<file path="config.mk">
export PLATFORM = sky130hd
export DESIGN_NAME = cla_mp_sequencer_flat
export DESIGN_NICKNAME = d
export VERILOG_FILES = /design/src/rtl/cla_mp_sequencer_if.sv /design/src/rtl/cla_mp_sequencer.sv /design/src/flat_wrapper.sv
export SDC_FILE = /design/constraint.sdc
export NUM_CORES = 1
export LEC_CHECK = 0
export CORE_UTILIZATION = 51
export DETAILED_ROUTE_END_ITERATION = 7
export HOLD_SLACK_MARGIN = 0.06
export PLACE_DENSITY = 0.87
export SYNTH_ARGS = -nofsm -noshare
export SYNTH_HDL_FRONTEND = slang
export SYNTH_SLANG_ARGS = --single-unit
</file>
<file path="constraint.sdc">
create_clock -name clk -period 4 [get_ports clk]
set_input_delay 0.6 -clock clk [delete_from_list [all_inputs] [get_ports clk]]
set_output_delay 0.6 -clock clk [all_outputs]
set_load 0.02 [all_outputs]
</file>
<file path="src/rtl/cla_mp_sequencer_if.sv">
// Operand/result handshake bundle for cla_mp_sequencer.
// op_sub exists only when CLA_MP_SUB_EN is defined.
interface cla_mp_sequencer_if #(
  parameter int WIDTH  = 16,
  parameter int NWORDS = 4
) ();
  logic                    in_valid;
  logic                    in_ready;
  logic [NWORDS*WIDTH-1:0] a;
  logic [NWORDS*WIDTH-1:0] b;
  logic                    cin;
`ifdef CLA_MP_SUB_EN
  logic                    op_sub;
`endif
  logic                    out_valid;
  logic                    out_ready;
  logic [NWORDS*WIDTH-1:0] sum;
  logic                    cout;
  logic                    ovf;

`ifdef CLA_MP_SUB_EN
  modport master (
    output in_valid, a, b, cin, op_sub, out_ready,
    input  in_ready, out_valid, sum, cout, ovf
  );
  modport slave (
    input  in_valid, a, b, cin, op_sub, out_ready,
    output in_ready, out_valid, sum, cout, ovf
  );
`else
  modport master (
    output in_valid, a, b, cin, out_ready,
    input  in_ready, out_valid, sum, cout, ovf
  );
  modport slave (
    input  in_valid, a, b, cin, out_ready,
    output in_ready, out_valid, sum, cout, ovf
  );
`endif
endinterface

</file>
<file path="src/rtl/cla_mp_sequencer.sv">
// Multi-precision adder: one WIDTH-bit Kogge-Stone CLA slice reused for NWORDS words, LSW first.
// Define CLA_MP_SUB_EN to add the op_sub input (a - b via inverted B and forced carry-in).
module cla_mp_sequencer #(
  parameter int WIDTH  = 16,
  parameter int NWORDS = 4
) (
  input  logic                 clk,
  input  logic                 rst,
  cla_mp_sequencer_if.slave    bus,
  output logic                 busy
);
  localparam int TOTAL  = NWORDS * WIDTH;
  localparam int KW     = (NWORDS > 1) ? $clog2(NWORDS) : 1;
  localparam int LEVELS = (WIDTH > 1) ? $clog2(WIDTH) : 0;
  localparam logic [KW-1:0] K_LAST = KW'(NWORDS - 1);

  typedef enum logic [1:0] {IDLE, RUN, DONE} state_t;

  state_t             state_reg;
  logic [TOTAL-1:0]   a_reg;
  logic [TOTAL-1:0]   b_reg;
  logic               carry_reg;
  logic [KW-1:0]      k_reg;
  logic               cout_reg;
  logic               ovf_reg;
  logic               out_valid_reg;
  logic               busy_reg;
  logic               in_ready_reg;
  logic [WIDTH-1:0]   sum_word_reg [0:NWORDS-1];

  logic [WIDTH-1:0]   a_words [0:NWORDS-1];
  logic [WIDTH-1:0]   b_words [0:NWORDS-1];
  logic [WIDTH-1:0]   a_word;
  logic [WIDTH-1:0]   b_word;
  logic [WIDTH-1:0]   s_word;
  logic               c_word;
  logic               sub_in;

`ifdef CLA_MP_SUB_EN
  assign sub_in = bus.op_sub;
`else
  assign sub_in = 1'b0;
`endif

  genvar gi;
  for (gi = 0; gi < NWORDS; gi++) begin : g_word
    assign a_words[gi] = a_reg[gi*WIDTH +: WIDTH];
    assign b_words[gi] = b_reg[gi*WIDTH +: WIDTH];
    assign bus.sum[gi*WIDTH +: WIDTH] = sum_word_reg[gi];

    always_ff @(posedge clk) begin
      if (rst) begin
        sum_word_reg[gi] <= '0;
      end else if (state_reg == RUN && k_reg == KW'(gi)) begin
        sum_word_reg[gi] <= s_word;
      end
    end
  end

  assign a_word = a_words[k_reg];
  assign b_word = b_words[k_reg];

  // Carry-in is folded into bit 0's generate, so the prefix G[i:0] is directly the carry into bit i+1.
  always_comb begin
    logic [WIDTH-1:0] g;
    logic [WIDTH-1:0] p;
    logic [WIDTH-1:0] g_next;
    logic [WIDTH-1:0] p_next;
    logic [WIDTH-1:0] carries;
    g      = a_word & b_word;
    p      = a_word ^ b_word;
    g[0]   = g[0] | (p[0] & carry_reg);
    g_next = g;
    p_next = p;
    for (int lv = 0; lv < LEVELS; lv++) begin
      for (int i = 0; i < WIDTH; i++) begin
        if (i >= (1 << lv)) begin
          g_next[i] = g[i] | (p[i] & g[i - (1 << lv)]);
          p_next[i] = p[i] & p[i - (1 << lv)];
        end else begin
          g_next[i] = g[i];
          p_next[i] = p[i];
        end
      end
      g = g_next;
      p = p_next;
    end
    carries = {g[WIDTH-2:0], carry_reg};
    s_word  = (a_word ^ b_word) ^ carries;
    c_word  = g[WIDTH-1];
  end

  always_ff @(posedge clk) begin
    if (rst) begin
      state_reg     <= IDLE;
      a_reg         <= '0;
      b_reg         <= '0;
      carry_reg     <= 1'b0;
      k_reg         <= '0;
      cout_reg      <= 1'b0;
      ovf_reg       <= 1'b0;
      out_valid_reg <= 1'b0;
      busy_reg      <= 1'b0;
      in_ready_reg  <= 1'b1;
    end else begin
      case (state_reg)
        IDLE: begin
          if (bus.in_valid) begin
            a_reg        <= bus.a;
            b_reg        <= sub_in ? ~bus.b : bus.b;
            carry_reg    <= sub_in | bus.cin;
            k_reg        <= '0;
            in_ready_reg <= 1'b0;
            busy_reg     <= 1'b1;
            state_reg    <= RUN;
          end
        end
        RUN: begin
          carry_reg <= c_word;
          if (k_reg == K_LAST) begin
            // a_word/b_word are the top words here, b already inverted for subtraction.
            cout_reg      <= c_word;
            ovf_reg       <= (a_word[WIDTH-1] == b_word[WIDTH-1]) &&
                             (s_word[WIDTH-1] != a_word[WIDTH-1]);
            k_reg         <= '0;
            busy_reg      <= 1'b0;
            out_valid_reg <= 1'b1;
            state_reg     <= DONE;
          end else begin
            k_reg <= k_reg + 1'b1;
          end
        end
        DONE: begin
          if (bus.out_ready) begin
            out_valid_reg <= 1'b0;
            in_ready_reg  <= 1'b1;
            state_reg     <= IDLE;
          end
        end
        default: state_reg <= IDLE;
      endcase
    end
  end

  assign bus.in_ready  = in_ready_reg;
  assign bus.out_valid = out_valid_reg;
  assign bus.cout      = cout_reg;
  assign bus.ovf       = ovf_reg;
  assign busy          = busy_reg;
endmodule

</file>
<file path="src/flat_wrapper.sv">
// flat-port wrapper written by rule: the top's interface ports become plain ports
module cla_mp_sequencer_flat 
#(
  parameter int WIDTH  = 16,
  parameter int NWORDS = 4
)
  (clk, rst, busy, bus_in_valid, bus_a, bus_b, bus_cin, bus_out_ready, bus_in_ready, bus_out_valid, bus_sum, bus_cout, bus_ovf);
  cla_mp_sequencer_if #(.WIDTH(WIDTH), .NWORDS(NWORDS)) bus_i ();
  input  logic clk;
  input  logic rst;
  output logic busy;
  input wire logic [$bits(bus_i.in_valid)-1:0] bus_in_valid;
  input wire logic [$bits(bus_i.a)-1:0] bus_a;
  input wire logic [$bits(bus_i.b)-1:0] bus_b;
  input wire logic [$bits(bus_i.cin)-1:0] bus_cin;
  input wire logic [$bits(bus_i.out_ready)-1:0] bus_out_ready;
  output wire logic [$bits(bus_i.in_ready)-1:0] bus_in_ready;
  output wire logic [$bits(bus_i.out_valid)-1:0] bus_out_valid;
  output wire logic [$bits(bus_i.sum)-1:0] bus_sum;
  output wire logic [$bits(bus_i.cout)-1:0] bus_cout;
  output wire logic [$bits(bus_i.ovf)-1:0] bus_ovf;
  assign bus_i.in_valid = bus_in_valid;
  assign bus_i.a = bus_a;
  assign bus_i.b = bus_b;
  assign bus_i.cin = bus_cin;
  assign bus_i.out_ready = bus_out_ready;
  assign bus_in_ready = bus_i.in_ready;
  assign bus_out_valid = bus_i.out_valid;
  assign bus_sum = bus_i.sum;
  assign bus_cout = bus_i.cout;
  assign bus_ovf = bus_i.ovf;
  cla_mp_sequencer #(.WIDTH(WIDTH), .NWORDS(NWORDS)) u_core (.clk(clk), .rst(rst), .bus(bus_i), .busy(busy));
endmodule
</file>
# Word-level counts from Yosys, hierarchy flattened
# Memories as Yosys holds them, arrays and structs flattened.
# Cells that the tools add are included.
# classes
magnitude_cmp,1
n_mux,42
n_reduce_logical,17
n_eq_ne,10
bitwise,142
addsub,1
# op_table
cell,count
16-bit 2-to-1 mux,8
1-bit bitwise AND,84
16-bit binary-select mux with 2-bit select,2
1-bit bitwise OR,54
16-bit bitwise XOR,2
1-bit 2-to-1 mux,21
16-bit bitwise AND,1
3-bit AND reduction,4
2-bit 2-to-1 mux,5
1-bit case mux with 2 select lines,4
"2-bit == test, second input constant",3
"2-bit inequality test, second input constant",3
2-bit case mux with 3 select lines,1
2-bit AND reduction,3
2-bit nonzero test,3
1-bit logical AND,5
"2-bit by 1-bit == test with 1-bit output, second input constant",2
2-bit logical NOT,2
2-bit case mux with 2 select lines,1
"3-bit greater-or-equal comparator, second input constant",1
2-bit inverter with 3-bit output,1
"2-bit by 1-bit adder with 2-bit output, second input constant",1
1-bit == test,1
1-bit inequality test,1
# word_totals
memories,1
input_bits,133
word_cells,224
ram_bits,64
reg_bits,138
# mem_list
name,words,word_bits,rd,rd_clocked_by_memory_dff,wr,line,source
u_core.sum_word_reg,4,16,4,0,4,cla_mp_sequencer.sv:29,logic [WIDTH-1:0] sum_word_reg [0:NWORDS-1];

# Logic depth before layout (Yosys ltp)
# logic_depth
word_depth,16
depth_mapped,12

# Worst setup path before layout
# Ideal clock, no wire load.
# synth_path
path_kind,register to register
from,register u_core.k_reg[0]
to,memory u_core.sum_word_reg[1][14] (netlist: u_core.sum_word_reg[0][30]) (data pin)
synth_period_minus_slack_ps,3437
arrival_time_ps,3167
setup_slack_ps,563
required_time_ps,3730
stages_incl_launch_ff,13
setup_ps,270
path_cell_list,dfxtp_1 -> buf_2 -> buf_2 -> mux4_2 -> fa_1 -> inv_1 -> fa_1 -> nand2b_1 -> a21oi_1 -> o2111a_1 -> clkbuf_1 -> o21ai_0 -> a21oi_1
# synth_rtl
item,line,source
from (decl),cla_mp_sequencer.sv:23,logic [KW-1:0] k_reg;
from (signal assigned),cla_mp_sequencer.sv:130,k_reg <= k_reg + 1'b1;
to (decl),cla_mp_sequencer.sv:29,

==> impl_metrics.ini <==
[routing]
wl_mm = 24.4
vias = 7618
dr.pass1.iters = 4
ant_nets = 0
viasPerCell = 5.62
dr.first_iter.drc_count = 574
drc = 0
wl_per_cell_um = 18.0

[placement]
gp_congestion = 0.952
hpwl_mm = 18.0
portBuffers = 201
placed_cells = 1321

[floorplan]
start_util_pct = 52.9
dieArea_sq_um = 18000
fp.dieH_um = 134
core-area_sq_um = 16800
die_w_um = 134
row_count = 47
ios = 202

[clocking]
clock_path_buffers = 3
cts_resized = 0
cts-buffers-inserted = 20
clkLatencyLatePin_ns = 0.49
root_buffer = clkbuf_16
cts_tree = done
cts.clk_slew.worst_paths_ns = 0.06
clkSinkCount = 202
post-cts-setup-buffers = 0
ctsHoldBuffers = 0
htreeDepth = 1

[grt]
track_usage_pct = 27.3
grt_max_degree = 130
grt-ovfl-total = 0
grt_pass1_vias = 7319
grt_antenna_before_repair = 0
grt_first_pass_wirelength_mm = 38.1

[logic_synthesis]
synth_area_leaders = dfxtp_1 (31%), edfxtp_1 (22%), nand2_1 (11%)
synth_area_sq_um = 8900
synth_most_common_cell = nand2_1
syn_area_per_cell_sq_um = 9.42
synth_top_area_share_pct = 31.0
synth_area_leader_cell = dfxtp_1
yosysWarnings = 0
syn_nets = 1099
synth-async-reset-ratio_pct = 0
ys_seq_elements = 202
synth_ff_type = dfxtp_1
synth_edf_count = 64
synth_cells = 945
synth-seq-area-share_pct = 52.6
synthDistinctLibCells = 53
yosys-top-cells-count = nand2_1 (271), a21oi_1 (152), dfxtp_1 (138)

[finish]
n_fill_cell = 1292
drive_gt1_share_pct = 7.92
fin_nets = 1277
fin_cells = 1356
antenna_cells = 0
multi_input_area_sq_um = 3940
regArea_sq_um = 4690
synthToLayoutAreaGrowth_pct = 31.9

[timing]
setup-tns-final_ns = 0
fmax_mhz = 292
rsz0062_at_grt = no
fin_worst_skew_ns = 0.0132
finalSetupViolCount = 0
period_needed_ns = 3.42
post-route-period-util_pct = 85.5
maxSlewHeadroom_pct = 29.4
worst_pin_slew_ns = 1.06
drv_slew = 0
final_hold_viol_count = 0

[worst_setup_path]
critical_path.max_stage_delay_ns = 0.56
crit_path_cell_trace = buf_4, mux4_2, ha_1, a21o_1, a21o_1, o2111a_1, or4_1, nand3_1
arrival_ns = 3.77
endpoint_kind = flop
cpMaxStageDelayCell = mux4_2
critPathRequiredTime_ns = 4.35
cp_num_buf_inv = 1
crit_family = compound AO/OA/AOI/OAI gates
crit_fanout = 13
critPathLaunchType = flop
crit_path_frequent_cell = a21o_1
crit_type = flop to flop

[pwr]
swShare_pct = 25.4
power_frac_seq_pct = 47.1
peakVddDrop_v = 0.000257
pwr-share-comb_pct = 15.5
pwr-share-clk_pct = 37.4
p_leak_nw = 4.35
power.switching_mw = 1.24
power.density_nw_per_um2 = 416
intPower_mw = 3.64

[run]
max_cap_viol_count = 0

[status]
outcome = finished clean

[hold_path]
hold_class = flop to flop
worst min-delay path: stages (launching register included):
cell and delay [ns]:
dfxtp_1 0.30, nand2_1 0.05, a21oi_1 0.05
path summary, 6_finish.rpt:
kind	startpoint	endpoint	slack, ns	cells after the start
max reg2reg	u_core.k_reg[0]	u_core.sum_word_reg[1][12]	0.58	8
min	u_core.b_reg[63]	u_core.b_reg[63]	0.45	2
max	u_core.k_reg[0]	u_core.sum_word_reg[1][12]	0.58	8
min reg2reg	u_core.b_reg[63]	u_core.b_reg[63]	0.45	2
layout by cell type (no fill, tap or decap), drive strengths merged, types with 6 or more instances in the layout:
| cell | Yosys | layout |
|---|---|---|
| nand2 | 273 | 273 |
| clkdlybuf4s50 | 0 | 200 |
| a21oi | 153 | 153 |
| dfxtp | 138 | 138 |
| edfxtp | 64 | 64 |
| nor2 | 53 | 53 |
| mux4 | 32 | 32 |
| clkbuf | 56 | 30 |
| buf | 9 | 21 |
| ha | 19 | 19 |
| o21ai | 17 | 17 |
| nor3 | 16 | 16 |
| nand3 | 11 | 11 |
| inv | 9 | 9 |
| a21o | 8 | 8 |
| or4 | 6 | 6 |
| a31oi | 6 | 6 |
| nor3b | 6 | 6 |
routing by layer:
| metal | vias up | routed length [um] | global-route usage [%] |
|---|---|---|---|
| met4 | 0 | 879 | 10.5 |
| met1 | 3590 | 10300 | 36.1 |
| met3 | 63 | 1670 | 4.23 |
| li1 | 3652 | - | - |
| met2 | 313 | 11600 | 45.4 |
| met5 | - | 0 | 0 |
metrics by stage:
| step | setup WS, ns | utilization (%) | instance area, sq um | total power, mW | hold slack (ns) |
|---|---|---|---|---|---|
| after floorplan | 0.563 | - | 8900 | 2.74 | 0.433 |
| after global placement | 0.702 | 66.0 | 11100 | 3.07 | 0.438 |
| after detailed placement | 0.593 | 66.0 | 11100 | 3.09 | 0.443 |
| after CTS | 0.570 | 69.8 | 11700 | 4.88 | 0.451 |
| after global routing | 0.372 | 69.8 | 11700 | 5.04 | 0.467 |
| final | 0.579 | 69.8 | 11700 | 4.88 | 0.450 |
logic make-up (layout without fill, tap and decap cells):
group                      count (synthesis)  after routing  share of synthesized area [%]
and+or+nand+nor                          396            396                           18.7
AOI/OAI and AO/OA                        213            213                           13.5
DFF                                      202            202                           52.6
buffers and inverters                     74            265                           3.22
muxes                                     32             32                           8.10
adders and majority gates                 21             21                           3.12
xor gates and xnor gates                   7              7                          0.689
power groups by stage:
| stage | Combinational (mW) | Clock [mW] | Sequential (mW) |
|---|---|---|---|
| final | 0.755 | 1.83 | 2.30 |
| after global routing | 0.814 | 1.92 | 2.31 |
| after CTS | 0.752 | 1.83 | 2.30 |
| after detailed placement | 0.748 | 0 | 2.34 |
| after global placement | 0.733 | 0 | 2.34 |
| after floorplan | 0.380 | 0 | 2.36 |
area by class of cell:
type                       count  share of cell area, %
clock buffer                  30                   4.94
clock inverter                 5                  0.437
inverter                       9                  0.288
multi-input combinational    669                   33.6
sequential                   202                   39.9
tap                          220                   2.35
timing repair buffer         221                   18.5
No activity file was read; power rests on OpenSTA's default activity.
